### config.mk
export PLATFORM = sky130hd
export DESIGN_NAME = bin_to_digits
export DESIGN_NICKNAME = d
export VERILOG_FILES = /design/src/rtl/hex_pkg.sv /design/src/rtl/bcd_add3.sv /design/src/rtl/bin_to_digits.sv
export SDC_FILE = /design/constraint.sdc
export NUM_CORES = 1
export LEC_CHECK = 0
export ABC_CLOCK_PERIOD_IN_PS = 4150
export CORE_ASPECT_RATIO = 0.9
export CORE_MARGIN = 2
export CORE_UTILIZATION = 45
export DETAILED_ROUTE_END_ITERATION = 16
export GPL_TIMING_DRIVEN = 0
export PLACE_DENSITY = 0.68
export SLEW_MARGIN = 0
export SYNTH_ARGS = -nofsm -noshare
export SYNTH_HDL_FRONTEND = slang
export SYNTH_SLANG_ARGS = --single-unit
### constraint.sdc
create_clock -name clk -period 4.15 [get_ports clk]
set_clock_uncertainty 0.2 [all_clocks]
set_input_delay 0.83 -clock clk [delete_from_list [all_inputs] [get_ports clk]]
set_output_delay 0.83 -clock clk [all_outputs]
set_load 0.02 [all_outputs]
### src/rtl/hex_pkg.sv
// hex_pkg
//   Shared constants and types for the binary-to-display-digit converter.
//   Holds the digit count, operand width, the largest value that still fits
//   in six decimal digits, the 4-bit display codes understood by the
//   downstream 7-segment decoder, and the converter state enum.
package hex_pkg;

  localparam int NUM_DIGITS = 6;
  localparam int VALUE_W    = 20;
  localparam int DIGITS_W   = NUM_DIGITS * 4;

  localparam logic [VALUE_W-1:0] MAX_VALUE = 20'd999999;

  // Double-dabble needs one shift per operand bit.
  localparam logic [4:0] SHIFT_CYCLES = 5'd20;

  localparam logic [3:0] CODE_UNDERSCORE = 4'hC;
  localparam logic [3:0] CODE_L          = 4'hD;
  localparam logic [3:0] CODE_E          = 4'hE;
  localparam logic [3:0] CODE_BLANK      = 4'hF;

  typedef enum logic [1:0] {
    ST_IDLE  = 2'd0,
    ST_SHIFT = 2'd1,
    ST_BLANK = 2'd2
  } state_e;

endpackage

### src/rtl/bcd_add3.sv
// bcd_add3
//   Combinational double-dabble correction cell for one BCD nibble: any
//   nibble of 5 or more gets 3 added so that the following left shift
//   carries correctly into the next decimal digit.
//   Ports:
//     nibble_i  4-bit BCD digit before correction
//     nibble_o  4-bit BCD digit after correction
module bcd_add3 (
  input  logic [3:0] nibble_i,
  output logic [3:0] nibble_o
);

  assign nibble_o = (nibble_i >= 4'd5) ? (nibble_i + 4'd3) : nibble_i;

endmodule

### src/rtl/bin_to_digits.sv
// bin_to_digits
//   Converts a 20-bit unsigned value into six 4-bit display codes using a
//   sequential double-dabble (one operand bit per cycle). Results are
//   published together with a one-cycle done pulse, a fixed 22 cycles after
//   the accepted start edge. Values above 999999 show "_____E" and raise
//   overflow. Optional leading-zero blanking replaces leading zero digits
//   (never digit0) with the blank code.
//   Ports:
//     clk       rising-edge clock
//     rst_n     asynchronous active-low reset
//     start     conversion request, only honoured while idle
//     value     20-bit operand, captured with start
//     lz_blank  leading-zero blanking enable, captured with start
//     busy      high while a conversion is in progress
//     done      one-cycle pulse when digits/overflow update
//     digits    six display codes, digit0 at [3:0], digit5 at [23:20]
//     overflow  last converted value exceeded 999999
module bin_to_digits
  import hex_pkg::*;
(
  input  logic                clk,
  input  logic                rst_n,
  input  logic                start,
  input  logic [VALUE_W-1:0]  value,
  input  logic                lz_blank,
  output logic                busy,
  output logic                done,
  output logic [DIGITS_W-1:0] digits,
  output logic                overflow
);

  state_e                state_q;
  logic [4:0]            shiftCnt_q;
  logic [VALUE_W-1:0]    operand_q;
  logic [DIGITS_W-1:0]   bcd_q;
  logic                  lzBlank_q;
  logic                  ovf_q;

  logic [DIGITS_W-1:0]   bcdAdj;
  logic [DIGITS_W-1:0]   bcdShift_d;
  logic [DIGITS_W-1:0]   display_d;
  logic                  leadZero;

  // One correction cell per BCD digit; all six are corrected in parallel
  // before each shift.
  for (genvar g = 0; g < NUM_DIGITS; g++) begin : gen_add3
    bcd_add3 u_add3 (
      .nibble_i (bcd_q[g*4 +: 4]),
      .nibble_o (bcdAdj[g*4 +: 4])
    );
  end

  // The next operand MSB enters at the bottom of the BCD register. For
  // overflowing operands the top bits fall off, which is harmless because
  // that result is replaced by the overflow pattern anyway.
  assign bcdShift_d = {bcdAdj[DIGITS_W-2:0], operand_q[VALUE_W-1]};

  // Final formatting of the finished BCD value. Blanking walks down from
  // digit5 and stops at the first nonzero digit; digit0 is never examined
  // so a value of zero still shows a single '0'.
  always_comb begin
    display_d = bcd_q;
    leadZero  = 1'b1;
    if (ovf_q) begin
      display_d = {{(NUM_DIGITS-1){CODE_UNDERSCORE}}, CODE_E};
    end else if (lzBlank_q) begin
      for (int i = NUM_DIGITS - 1; i > 0; i--) begin
        if (leadZero && (bcd_q[i*4 +: 4] == 4'd0)) begin
          display_d[i*4 +: 4] = CODE_BLANK;
        end else begin
          leadZero = 1'b0;
        end
      end
    end
  end

  // Control FSM with registered outputs. SHIFT spends 20 edges shifting and
  // one more edge handing over to BLANK; BLANK publishes the formatted
  // result. That gives the fixed 22-cycle latency whether or not the value
  // overflows. Outputs only change on the done edge, so partial results are
  // never visible.
  always_ff @(posedge clk or negedge rst_n) begin
    if (!rst_n) begin
      state_q    <= ST_IDLE;
      shiftCnt_q <= '0;
      operand_q  <= '0;
      bcd_q      <= '0;
      lzBlank_q  <= 1'b0;
      ovf_q      <= 1'b0;
      busy       <= 1'b0;
      done       <= 1'b0;
      overflow   <= 1'b0;
      digits     <= {NUM_DIGITS{CODE_BLANK}};
    end else begin
      done <= 1'b0;
      case (state_q)
        ST_IDLE: begin
          if (start) begin
            operand_q  <= value;
            lzBlank_q  <= lz_blank;
            ovf_q      <= (value > MAX_VALUE);
            bcd_q      <= '0;
            shiftCnt_q <= '0;
            busy       <= 1'b1;
            state_q    <= ST_SHIFT;
          end
        end
        ST_SHIFT: begin
          if (shiftCnt_q == SHIFT_CYCLES) begin
            state_q <= ST_BLANK;
          end else begin
            bcd_q      <= bcdShift_d;
            operand_q  <= {operand_q[VALUE_W-2:0], 1'b0};
            shiftCnt_q <= shiftCnt_q + 5'd1;
          end
        end
        ST_BLANK: begin
          digits   <= display_d;
          overflow <= ovf_q;
          done     <= 1'b1;
          busy     <= 1'b0;
          state_q  <= ST_IDLE;
        end
        default: begin
          state_q <= ST_IDLE;
          busy    <= 1'b0;
        end
      endcase
    end
  end

endmodule

# Word-level counts from Yosys, hierarchy flattened
# Cells that the tools add are included.
[totals]
register_bits = 80
latchBits = 0
ramBits = 0
romBits = 0
inputBits = 24
out_inout_bits = 27
wordCells = 87
n_memories = 0
[classes]
add_sub_neg = 7
mul = 0
n_div = 0
n_lt_le_gt_ge = 7
eq_ne = 6
n_shift = 0
mux = 41
n_bitwise = 1
n_reduce_logical = 15
[ops]
columns = ["cell", "n"]
rows = [
  ["2-to-1 mux 20 bit", 4],
  ["2-to-1 mux 24 bit", 2],
  ["one-hot mux 24 bit (2 select lines)", 1],
  ["2-to-1 mux 4 bit", 11],
  ["one-hot mux 20 bit (2 select lines)", 1],
  ["greater-or-equal comparator 4 x 3 -> 1 bit, second input constant", 6],
  ["adder 4 x 2 -> 4 bit, second input constant", 5],
  ["> comparator 20 bit, second input constant", 1],
  ["zero test 4 bit", 5],
  ["2-to-1 mux 1 bit", 14],
  ["2-to-1 mux 5 bit", 2],
  ["one-hot mux 5 bit (2 select lines)", 1],
  ["inequality test 2 bit, second input constant", 3],
  ["AND reduction 2 bit", 3],
  ["adder 5 x 1 -> 5 bit, second input constant", 1],
  ["equality test 5 bit, second input constant", 1],
  ["logical AND 1 bit", 4],
  ["2-to-1 mux 2 bit", 2],
  ["one-hot mux 2 bit (2 select lines)", 1],
  ["adder 3 x 2 -> 3 bit, second input constant", 1],
  ["2-to-1 mux 3 bit", 1],
  ["AND reduction 3 bit", 1],
  ["equality test 2 x 1 -> 1 bit, second input constant", 1],
  ["equality test 2 bit, second input constant", 1],
  ["4 further kinds", 4],
]

# Depth between registers and ports, before layout
# Gate-level depths: netlist of run 1.
[depth]
depth_word = 20
ltp_mapped = 8
depth_no_buf = 7

# By module
# Synthesis of run 1 repeated with hierarchy kept, for this count alone.
[unflattened]
cells_unflattened = 457
hier_area_um2 = 4051.4
[modules_own_cells]
columns = ["module", "instances", "cells_per_inst", "area_per_inst_um2", "seq_area_each_um2"]
rows = [
  ["bin_to_digits", 1, 361, 3443.3, 2031.9],
  ["bcd_add3", 6, 16, 101.3, 0.0],
]

# Worst setup path after synthesis of run 1
# Ideal clock, no wire load.
[synth_path]
path_kind = "input to register"
from = "in start"
to = "reg operand_q[11]"
setup_ns = 0.133
arrival_time_ns = 1.853
required_ns = 3.817
setup_slack_ns = 1.964
cell_stages = 6
n_path_buf = 2
path_cell_list = "nor3b_1 -> a21oi_1 -> buf_2 -> buf_2 -> nand2_1 -> o21ai_0"
[synth_via]
elab_chain_cells = 2
[synth_lines]
columns = ["element", "line", "rtl"]
rows = [
  ["start, declared", "bin_to_digits.sv:23", "input logic start,"],
  ["inequality test 2 bit (no line)", "-", ""],
  ["AND reduction 3 bit (no line)", "-", ""],
  ["end signal, assigned", "bin_to_digits.sv:99", "operand_q <= value;"],
  ["end signal, assigned", "bin_to_digits.sv:113", "operand_q <= {operand_q[VALUE_W-2:0], 1'b0};"],
  ["end, declared", "bin_to_digits.sv:34", "logic [VALUE_W-1:0] operand_q;"],
]
# Every way passes these cells.
# A chain may end at the register's enable or synchronous reset.

# Worst setup path after layout of run 1
[layout_path]
from = "in start"
to = "reg bcd_q[23]"
[layout_via]
elab_chain_cells = 2
[layout_lines]
columns = ["element", "line", "rtl"]
rows = [
  ["inequality test 2 bit (no line)", "-", ""],
  ["AND reduction 3 bit (no line)", "-", ""],
  ["end signal, assigned", "bin_to_digits.sv:112", "bcd_q <= bcdShift_d;"],
  ["end, declared", "bin_to_digits.sv:35", "logic [DIGITS_W-1:0] bcd_q;"],
]
# Every way passes these cells.

==> results.sh, run 1 <==
export IMPL_status="completed"
export IMPL_io_pins=51
export IMPL_leakagePower_nw=2.10
export IMPL_cp_start_kind="input pin"
export IMPL_port_buffers=50
export IMPL_post_cts_buffers=0
export IMPL_place_area_um2=4660
export IMPL_cts_htree_levels=3
export IMPL_yosysTopAreaCell="dfrtp_1"
export IMPL_synthToLayoutAreaGrowth_pct=22.2
export IMPL_hold_viol=0
export IMPL_ys_warn_count=0
export IMPL_grt_pass1_wl_mm=14.9
export IMPL_maxCapViolations=0
export IMPL_dp_hpwl_mm=6.32
export IMPL_timing_hold_ws_ps=197
export IMPL_reg2reg_to="bcd_q[23]$_DFFE_PN0P_"
export IMPL_clock_sinks=80
export IMPL_synthCells=406
export IMPL_wl_per_cell_um=14.7
export IMPL_die_y_um=93.3
export IMPL_core_area_um2=8610
export IMPL_end_kind="flop"
export IMPL_cts_tree="done"
export IMPL_grt_overflow_total=0
export IMPL_path_max_fanout=7
export IMPL_drcViolationCount=0
export IMPL_yosys_cell_types_count=38
export IMPL_wl_mm=8.70
export IMPL_yosysTopAreaCellShare_pct=35.1
export IMPL_cts_buffer_depth=2
export IMPL_worstReg2RegStart="state_q[1]$_DFFE_PN0P_"
export IMPL_period_share_pct=66.8
export IMPL_grt_pass1_vias=3091
export IMPL_ys_seq_area_share_pct=50.9
export IMPL_cts_root_buf="clkbuf_8"
export IMPL_slew_headroom_pct=47.2
export IMPL_drive_above_1_share_pct=12.7
export IMPL_insertion_delay_ps=350
export IMPL_period_minus_slack_ps=2770
export IMPL_min_path_type="input pin to asynchronous set/reset pin"
export IMPL_timing_fmax_mhz=361
export IMPL_dr_pass1_iters=5
export IMPL_syn_avg_cell_area_um2=9.83
export IMPL_setup_violations=0
export IMPL_gp_congestion=0.826
export IMPL_cts_made_buffers=9
export IMPL_num_rows=32
export IMPL_finalWorstSetupSlack_ps=1380
export IMPL_hold_buffers=0
export IMPL_synthTopCellsByArea="dfrtp_1 35%, dfstp_2 16%, o21ai_0 7.3%, nand2_1 5.8%, ha_1 5.6%"
export IMPL_vias=3144
export IMPL_grt_setup_unrepaired="no"
export IMPL_total_power_w=0.00353
export IMPL_worst_ep_arrival_time_ps=2810
export IMPL_ctsResizeCount=0
export IMPL_first_iter_violations=115
export IMPL_vias_per_cell=5.31
export IMPL_slew_violations=0
export IMPL_grt_antenna_before_repair=0
export IMPL_p_per_area_nw_per_um2=725
export IMPL_r2r_cells=5
export IMPL_fin_util_pct=56.6
export IMPL_diodes=0
export IMPL_postRouteAntennaNets=0
export IMPL_cp_required_ps=4190
export IMPL_critPathKind="input pin to flop"
export IMPL_die_w_um=103
export IMPL_initial_core_util_pct=46.4
export IMPL_design_area_um2=4870
export IMPL_path_clk_slew_ps=90
export IMPL_grt_total_usage_pct=19.8
export IMPL_worst_slew_pin_slew_ps=790
export IMPL_ys_ff_latch=80
export IMPL_synthesis_area_um2=3990
export IMPL_place_ws_ps=1020
export IMPL_grt_max_degree=53
export IMPL_die_area_um2=9640
export IMPL_layout_nets=510
export IMPL_synth_nets=448
export IMPL_vdd_ir_drop_max_mv=0.289
export IMPL_r2r_setup_slack_ps=1910
[critical path, stage by stage]
cell and delay (ps):
clkdlybuf4s50_1 470, nor3b_1 660, a21oi_1 180, inv_1 310, o31ai_1 130, a32o_1 210
[report_power, final]
part	total (W)	leakage, nW	internal (W)	switching (W)
Clock	0.000588	0.108	0.000304	0.000284
Combinational	0.00156	1.04	0.000698	0.000865
Sequential	0.00138	0.951	0.00113	0.000253
Total	0.00353	2.10	0.00213	0.00140
[through the flow]
step	setup TNS, ps	std cells
after floorplan	0	406
after global placement	-44760	575
after detailed placement	0	576
after CTS	0	592
after global routing	0	592
final	0	592
[registers in the layout (all words and copies together), names as in the netlist]
register	cells
shiftCnt_q	5
busy	1
lzBlank_q	1
done	1
digits	24
bcd_q	24
overflow	1
operand_q	20
state_q	2
ovf_q	1
[placed cells by master (no fill, tap or decap), types with 3 or more instances in the layout]
cell and n:
nor2_1 15, clkbuf_8 10, inv_1 18, dfrtp_1 56, a21oi_1 16, nand3_1 18
clkbuf_1 15, nand4_1 3, a32o_1 6, clkdlybuf4s50_1 49, mux2_2 7, o31ai_1 13
nand2b_1 8, buf_2 5, nor3b_1 5, nand2_1 62, mux2i_1 21, nor3_1 11
dfstp_2 24, xnor2_1 6, clkinv_2 3, ha_1 18, o21ai_0 58
[layer usage]
layer  global-route usage (%)  wire, um
met2                     31.1      4010
met1                     28.1      4270
met3                     5.31       355
met5                        0         0
met4                     2.96        59
[how the worst max path moves through the flow]
stage / from / endpoint / slack, ps
after CTS: start / bcd_q[7]$_DFFE_PN0P_ / 1400
after floorplan: start / operand_q[11]$_DFFE_PN0P_ / 1960
after detailed placement: start / bcd_q[7]$_DFFE_PN0P_ / 1020
after global placement: rst_n / operand_q[6]$_DFFE_PN0P_ / -800
after global routing: start / bcd_q[23]$_DFFE_PN0P_ / 1250
final: start / bcd_q[23]$_DFFE_PN0P_ / 1380
[synthesized netlist by cell type]
cell type and count:
nand2_1 62, o21ai_0 58, dfrtp_1 56, dfstp_2 24
mux2i_1 21, ha_1 18, inv_1 18, nand3_1 18
a21oi_1 16, clkbuf_1 15, nor2_1 15, o31ai_1 13
nor3_1 11, nand2b_1 8, mux2_2 7, a32o_1 6
xnor2_1 6, buf_2 5, nor3b_1 5, nand4_1 3
a31oi_1 2, o21ai_1 2, xor2_1 2, a211oi_1 1
a311oi_1 1, and2_1 1, buf_1 1, clkbuf_2 1
nand3b_1 1, nand4b_1 1, nand4bb_2 1, nor2b_1 1
nor4_1 1, nor4_4 1, or3_2 1, or3b_1 1
or3b_2 1, or3b_4 1
[cells by family after synthesis]
logic type / synth area share, %
xor gates and xnor gates: 1.76
muxes: 7.24
adders and majority gates: 5.64
buffers and inverters: 3.95
DFF: 50.9
AOI/OAI and AO/OA: 14.2
and+or+nand+nor: 16.3
[layout make-up]
class	instances	area [um2]
clock buffers	12	188
flip-flops and latches	80	2030
multi-input cells	286	1800
plain buffers	22	90.1
fillers	786	3730
inverters	18	67.6
well taps	119	149
repair buffers	51	526
clock inverters	4	22.5
Note: power is estimated with default switching activity, not from simulation.
==> run 2, diff against run 1 <==
--- a/config.mk
+++ b/config.mk
@@ -5,13 +5,13 @@
 export SDC_FILE = /design/constraint.sdc
 export NUM_CORES = 1
 export LEC_CHECK = 0
-export ABC_CLOCK_PERIOD_IN_PS = 4150
+export ABC_CLOCK_PERIOD_IN_PS = 2250
 export CORE_ASPECT_RATIO = 0.9
 export CORE_MARGIN = 2
 export CORE_UTILIZATION = 45
 export DETAILED_ROUTE_END_ITERATION = 16
 export GPL_TIMING_DRIVEN = 0
-export PLACE_DENSITY = 0.68
+export PLACE_DENSITY = 0.71
 export SLEW_MARGIN = 0
 export SYNTH_ARGS = -nofsm -noshare
 export SYNTH_HDL_FRONTEND = slang
==> constraint.sdc (replaced) <==
create_clock -name clk -period 2.25 [get_ports clk]
set_clock_uncertainty 0.2 [all_clocks]
set_input_delay 0.45 -clock clk [delete_from_list [all_inputs] [get_ports clk]]
set_output_delay 0.45 -clock clk [all_outputs]
set_load 0.02 [all_outputs]
==> run 2 against run 1 <==
Net effect:
- utilization grew 0.39 points
- non-clock buffer count grew 2
- hold slack improved by 67 ps
- count of clock-buffer cells in the layout is 2 higher
- highest routed layer unchanged
- first-iteration DRC count increased by 60%
- total power is 86% higher
- setup slack worse by 1300 ps
- wire length rose by 3.1%
- clock power is 89% higher
- final cell count is 0.34% higher
==> results.sh, run 2 (synthesis results as in run 1) <==
export IMPL_cts_made_buffers=9
export IMPL_dr_pass1_iters=4
export IMPL_fin_setup_tns_ps=0
export IMPL_cts_buffer_depth=2
export IMPL_die_y_um=93.3
export IMPL_period_minus_slack_ps=2150
export IMPL_cp_start_kind="flop"
export IMPL_worst_slew_pin_slew_ps=515
export IMPL_timing_fmax_mhz=464
export IMPL_power_switching_w=0.00260
export IMPL_maxCapViolations=0
export IMPL_end_kind="flop"
export IMPL_slew_violations=0
export IMPL_grt_total_usage_pct=20.2
export IMPL_swShare_pct=39.4
export IMPL_wl_mm=8.97
export IMPL_min_path_type="flop to flop"
export IMPL_p_per_area_nw_per_um2=1340
export IMPL_worstSetupStartpoint="bcd_q[8]$_DFFE_PN0P_"
export IMPL_setup_violations=0
export IMPL_io_pins=51
export IMPL_total_power_w=0.00659
export IMPL_reg2reg_to="digits[6]$_DFFE_PN1P_"
export IMPL_wl_per_cell_um=15.1
export IMPL_grt_pass1_vias=3184
export IMPL_num_rows=32
export IMPL_r2r_setup_slack_ps=100
export IMPL_design_area_um2=4910
export IMPL_worst_ep_arrival_time_ps=2240
export IMPL_layout_nets=512
export IMPL_die_w_um=103
export IMPL_first_iter_violations=184
export IMPL_clkPwrFrac_pct=16.9
export IMPL_initial_core_util_pct=46.4
export IMPL_vias_per_cell=5.39
export IMPL_path_max_fanout=8
export IMPL_diodes=0
export IMPL_place_area_um2=4660
export IMPL_postRouteAntennaNets=0
export IMPL_finalWorstSetupSlack_ps=95.3
export IMPL_grt_pass1_wl_mm=15.1
export IMPL_p_seq_share_pct=38.9
export IMPL_cts_root_buf="clkbuf_8"
export IMPL_worstReg2RegStart="bcd_q[8]$_DFFE_PN0P_"
export IMPL_cp_required_ps=2340
export IMPL_status="completed"
export IMPL_clock_sinks=80
export IMPL_die_area_um2=9640
export IMPL_drcViolationCount=0
export IMPL_most_common_layout_cells="62 x nand2_1, 57 x o21ai_0, 55 x dfrtp_1"
export IMPL_grt_antenna_before_repair=0
export IMPL_drive_above_1_share_pct=13.7
export IMPL_cts_tree="done"
export IMPL_dp_hpwl_mm=6.46
export IMPL_vias=3203
export IMPL_layout_commonest_cell="nand2_1"
export IMPL_gp_congestion=0.810
export IMPL_crit_end="digits[6]$_DFFE_PN1P_"
export IMPL_grt_max_degree=50
export IMPL_r2r_cells=7
export IMPL_critPathKind="flop to flop"
export IMPL_cts_htree_levels=3
export IMPL_leakagePower_nw=2.12
export IMPL_core_area_um2=8610
export IMPL_insertion_delay_ps=360
export IMPL_hold_viol=0
export IMPL_largestRegisters="bcd_q x24, digits x24, operand_q x20"
export IMPL_intPower_w=0.00399
export IMPL_slew_headroom_pct=65.5
export IMPL_period_share_pct=95.8
export IMPL_path_clk_slew_ps=80
export IMPL_place_ws_ps=-489
export IMPL_power_frac_comb_pct=44.2
export IMPL_vdd_ir_drop_max_mv=0.555
export IMPL_synthToLayoutAreaGrowth_pct=23.0
export IMPL_grt_overflow_total=0
export IMPL_grt_setup_unrepaired="no"
export IMPL_port_buffers=50
[run 2: repair_timing]
| item | CTS | global route |
|---|---|---|
| hold buffers | 1 | 0 |
| pin swaps | 1 | 0 |
| cloned | 0 | 0 |
| resized for setup | 1 | 7 |
| setup endpoints to repair | 19 | 14 |
| endpoints found under the hold margin | 29 | 0 |
| setup buffers | 1 | 0 |
[run 2: layer usage]
metal	track usage, %	routed length (um)
met5	0	0
met4	6.03	81
met3	5.16	400
met2	31.6	4230
met1	27.8	4250
[run 2: worst min-delay path by stage]
stage | from | slack (ps) | endpoint | cells past startpoint
after detailed placement | rst_n | 230 | bcd_q[21]$_DFFE_PN0P_ | 1
after global placement | digits[3]$_DFFE_PN1P_ | 240 | digits[3]$_DFFE_PN1P_ | 2
after CTS | digits[2]$_DFFE_PN1P_ | 270 | digits[2]$_DFFE_PN1P_ | 2
after floorplan | rst_n | -50 | bcd_q[0]$_DFFE_PN0P_ | 0
after global routing | digits[2]$_DFFE_PN1P_ | 280 | digits[2]$_DFFE_PN1P_ | 2
final | digits[1]$_DFFE_PN1P_ | 260 | digits[1]$_DFFE_PN1P_ | 2
[run 2: final cells by class]
cell class / instances / area, um2
fill: 759 / 3700
sequential: 80 / 2030
multi-input combinational: 286 / 1820
timing repair buffer: 53 / 543
clock buffer: 14 / 173
tap: 119 / 149
buffer: 22 / 91.3
inverter: 18 / 67.6
clock inverter: 2 / 36.3
[run 2: power by group through the flow]
stage                     combinational [W]  sequential [W]  clock, W
after global placement              0.00276         0.00254         0
after floorplan                     0.00193         0.00260         0
after detailed placement            0.00290         0.00257         0
after global routing                0.00328         0.00265   0.00121
after CTS                           0.00291         0.00255   0.00113
final                               0.00291         0.00256   0.00111
[run 2: critical path: stages (launching register included)]
cell and delay (ps):
dfrtp_1 450, inv_2 110, ha_1 150, or3b_2 480, nor4_4 250, buf_4 190
a311oi_1 110, o21ai_1 140
[run 2: stage by stage]
step	instances	util, %	hold WS, ps
2_1_floorplan	406	-	-45.6
3_3_place_gp	575	53.9	244
3_5_place_dp	576	54.2	226
4_1_cts	594	56.9	267
5_1_grt	594	57.0	279
6_report	594	57.0	264
==> edit: new RTL, settings of run 1 <==
Re-encode `state_e` (3 states) as one-hot, 3 bits wide.
--- a/src/rtl/hex_pkg.sv
+++ b/src/rtl/hex_pkg.sv
@@ -20,8 +20,8 @@
   localparam logic [3:0] CODE_BLANK      = 4'hF;
 
-  typedef enum logic [1:0] {
-    ST_IDLE  = 2'd0,
-    ST_SHIFT = 2'd1,
-    ST_BLANK = 2'd2
+  typedef enum logic [2:0] {
+    ST_IDLE  = 3'b001,
+    ST_SHIFT = 3'b010,
+    ST_BLANK = 3'b100
   } state_e;
 
Formal check against the unedited RTL: no difference found for any inputs over 10 cycles, from zero or initial values and one cycle with rst_n low; not proved beyond that.
==> edit against run 1 <==
Hold slack improved by 44 ps. Cell count fell by 2.2%. Wire length fell by 1.2%. Via count decreased by 1.7%. First-iteration DRC count up 34%. Area after synthesis is 0.41% lower. Fmax is 9.7% higher. Worst setup slack better by 250 ps. Design area down 1.1%. Sequential cell count is 1 higher. Critical path type is now register to output pin. Critical endpoint is now digits[19]. Highest routed layer unchanged.
Power is not compared: it rests on default switching activity, and its combinational part moved more than twofold at a synthesized area within 25%.
==> edit: results (changes against run 1) <==
[global_route]
grt_pass1_wl_mm = 14.5  ; -2.8%
grt_util_met1_pct = 27.1  ; -0.98 points
grt_max_degree = 44  ; -17%
grt_overflow = 0  ; unchanged
grt_pass1_vias = 2980  ; -3.6%
grt_usage_pct = 19.6  ; -0.23 points
gr-usage-met2_pct = 30.2  ; -0.87 points
met3_usage_pct = 4.33  ; -0.97 points
antenna_found_initial = 0  ; unchanged

[finish]
n_antenna_cell = 0  ; unchanged
reg_top3 = bcd_q x24, digits x24, operand_q x20
fin_cells = 579  ; -2.2%
final_nets = 498  ; -2.4%
area_growth_syn_to_layout_pct = 21.3
drive_gt1_share_pct = 12.4  ; -0.29 points
nFillCells = 805  ; +2.4%

[clocking]
numCtsBuffers = 9  ; unchanged
clkTransAtPathRegs_ps = 80
postCtsSetupBuffers = 0  ; unchanged
insertion_delay_ps = 350  ; about the same
cts_resized = 0  ; unchanged

[sta]
tightestPinTransition_ps = 594  ; -196 ps

[status]
outcome = completed

[logic_synthesis]
synthAdderAreaFrac_pct = 5.67  ; +0.023 points
synth-xor-area-share_pct = 1.76  ; +0.0072 points
ys_types = 39  ; +2.6%
synthesis.nets = 436  ; -2.7%
ys.flop_type = dfrtp_1
synth_compound_area_share_pct = 16.2  ; +1.9 points
synthArstFlopShare_pct = 100  ; unchanged
synth_commonest_cells = nand2_1 (60), dfrtp_1 (56), o21ai_0 (44), dfstp_2 (25), nor2_1 (23)
avgSynthCellArea_um2 = 10.1  ; +2.6%
synthMuxAreaShare_pct = 6.42  ; -0.82 points
synth_area_leaders = dfrtp_1 (35%), dfstp_2 (17%), ha_1 (5.7%)
seq_area_frac_synth_pct = 51.8  ; +0.87 points

[place]
dpl.cell_count = 564  ; -2.1%
gp_congestion = 0.796  ; -3.7%
dp_hpwl_mm = 6.12  ; -3.2%
post_dp_cell_area_um2 = 4650  ; -0.35%
place_ws_ps = 1350  ; +335 ps

[critical_path]
slowest_delay_ps = 600  ; -60 ps
critPathArrivalTime_ps = 1500  ; -1310 ps
slowest_stage = clkdlybuf4s50_1
crit_fanout = 2  ; -5
worst_path_dominant_cell_family = buffers and inverters

[hold_path]
hold_class = input port to async pin

[routing]
wl_per_cell_um = 14.8  ; +1.0%
firstDrtPassIters = 4  ; -1
viasPerCell = 5.34  ; +0.49%
drt_iter0_markers = 154  ; +34%

[power_and_ir_drop]
peakVddDrop_uv = 288

[edit: cell count changes after synthesis, sizes merged, moves of 4 or more]
cell    delta
nor2       +8
o22ai      +8
o21ai     -16
a31oi      +7
a22o       +4
nand3     -16
clkbuf     -5
[edit: cell families (layout without fill, tap and decap cells)]
family,count (synthesis),count (layout)
AOI/OAI and AO/OA,106,106
xor gates and xnor gates,8,8
adders and majority gates,18,18
buffers and inverters,38,104
DFF,81,81
muxes,25,25
and+or+nand+nor,118,118
[edit: routing by layer]
metal  share of wire, %  routed length (um)
met1                 48                4130
met3                4.8                 410
met2                 45                3890
met5                  0                   0
met4                1.9                 167
[edit: final timing paths]
kind / cells after the start / slack (ps) / from / end
setup / recovery: 1 / 1620 / digits[19] / digits[19]
hold / removal: 1 / 240 / rst_n / bcd_q[20]
setup reg to reg: 7 / 1900 / shiftCnt_q[0] / bcd_q[3]
hold reg to reg: 2 / 270 / digits[0] / digits[0]
max in group asynchronous: 2 / 2870 / rst_n / state_q[0]
min in group clk: 2 / 270 / digits[0] / digits[0]
[edit: final cells by class]
cell class                 instances  share of cell area (%)
inverter                          18                    1.40
sequential                        81                    42.7
tap                              119                    3.09
timing repair buffer              51                    10.9
multi-input combinational        275                    36.4
buffer                            20                    1.97
clock buffer                      12                    3.22
clock inverter                     3                   0.363
[edit: report_power, final]
part / internal, mW / switching (mW)
logic: 0.281 / 0.447
registers: 0.934 / 0.0952
clock network: 0.245 / 0.279
total: 1.46 / 0.821
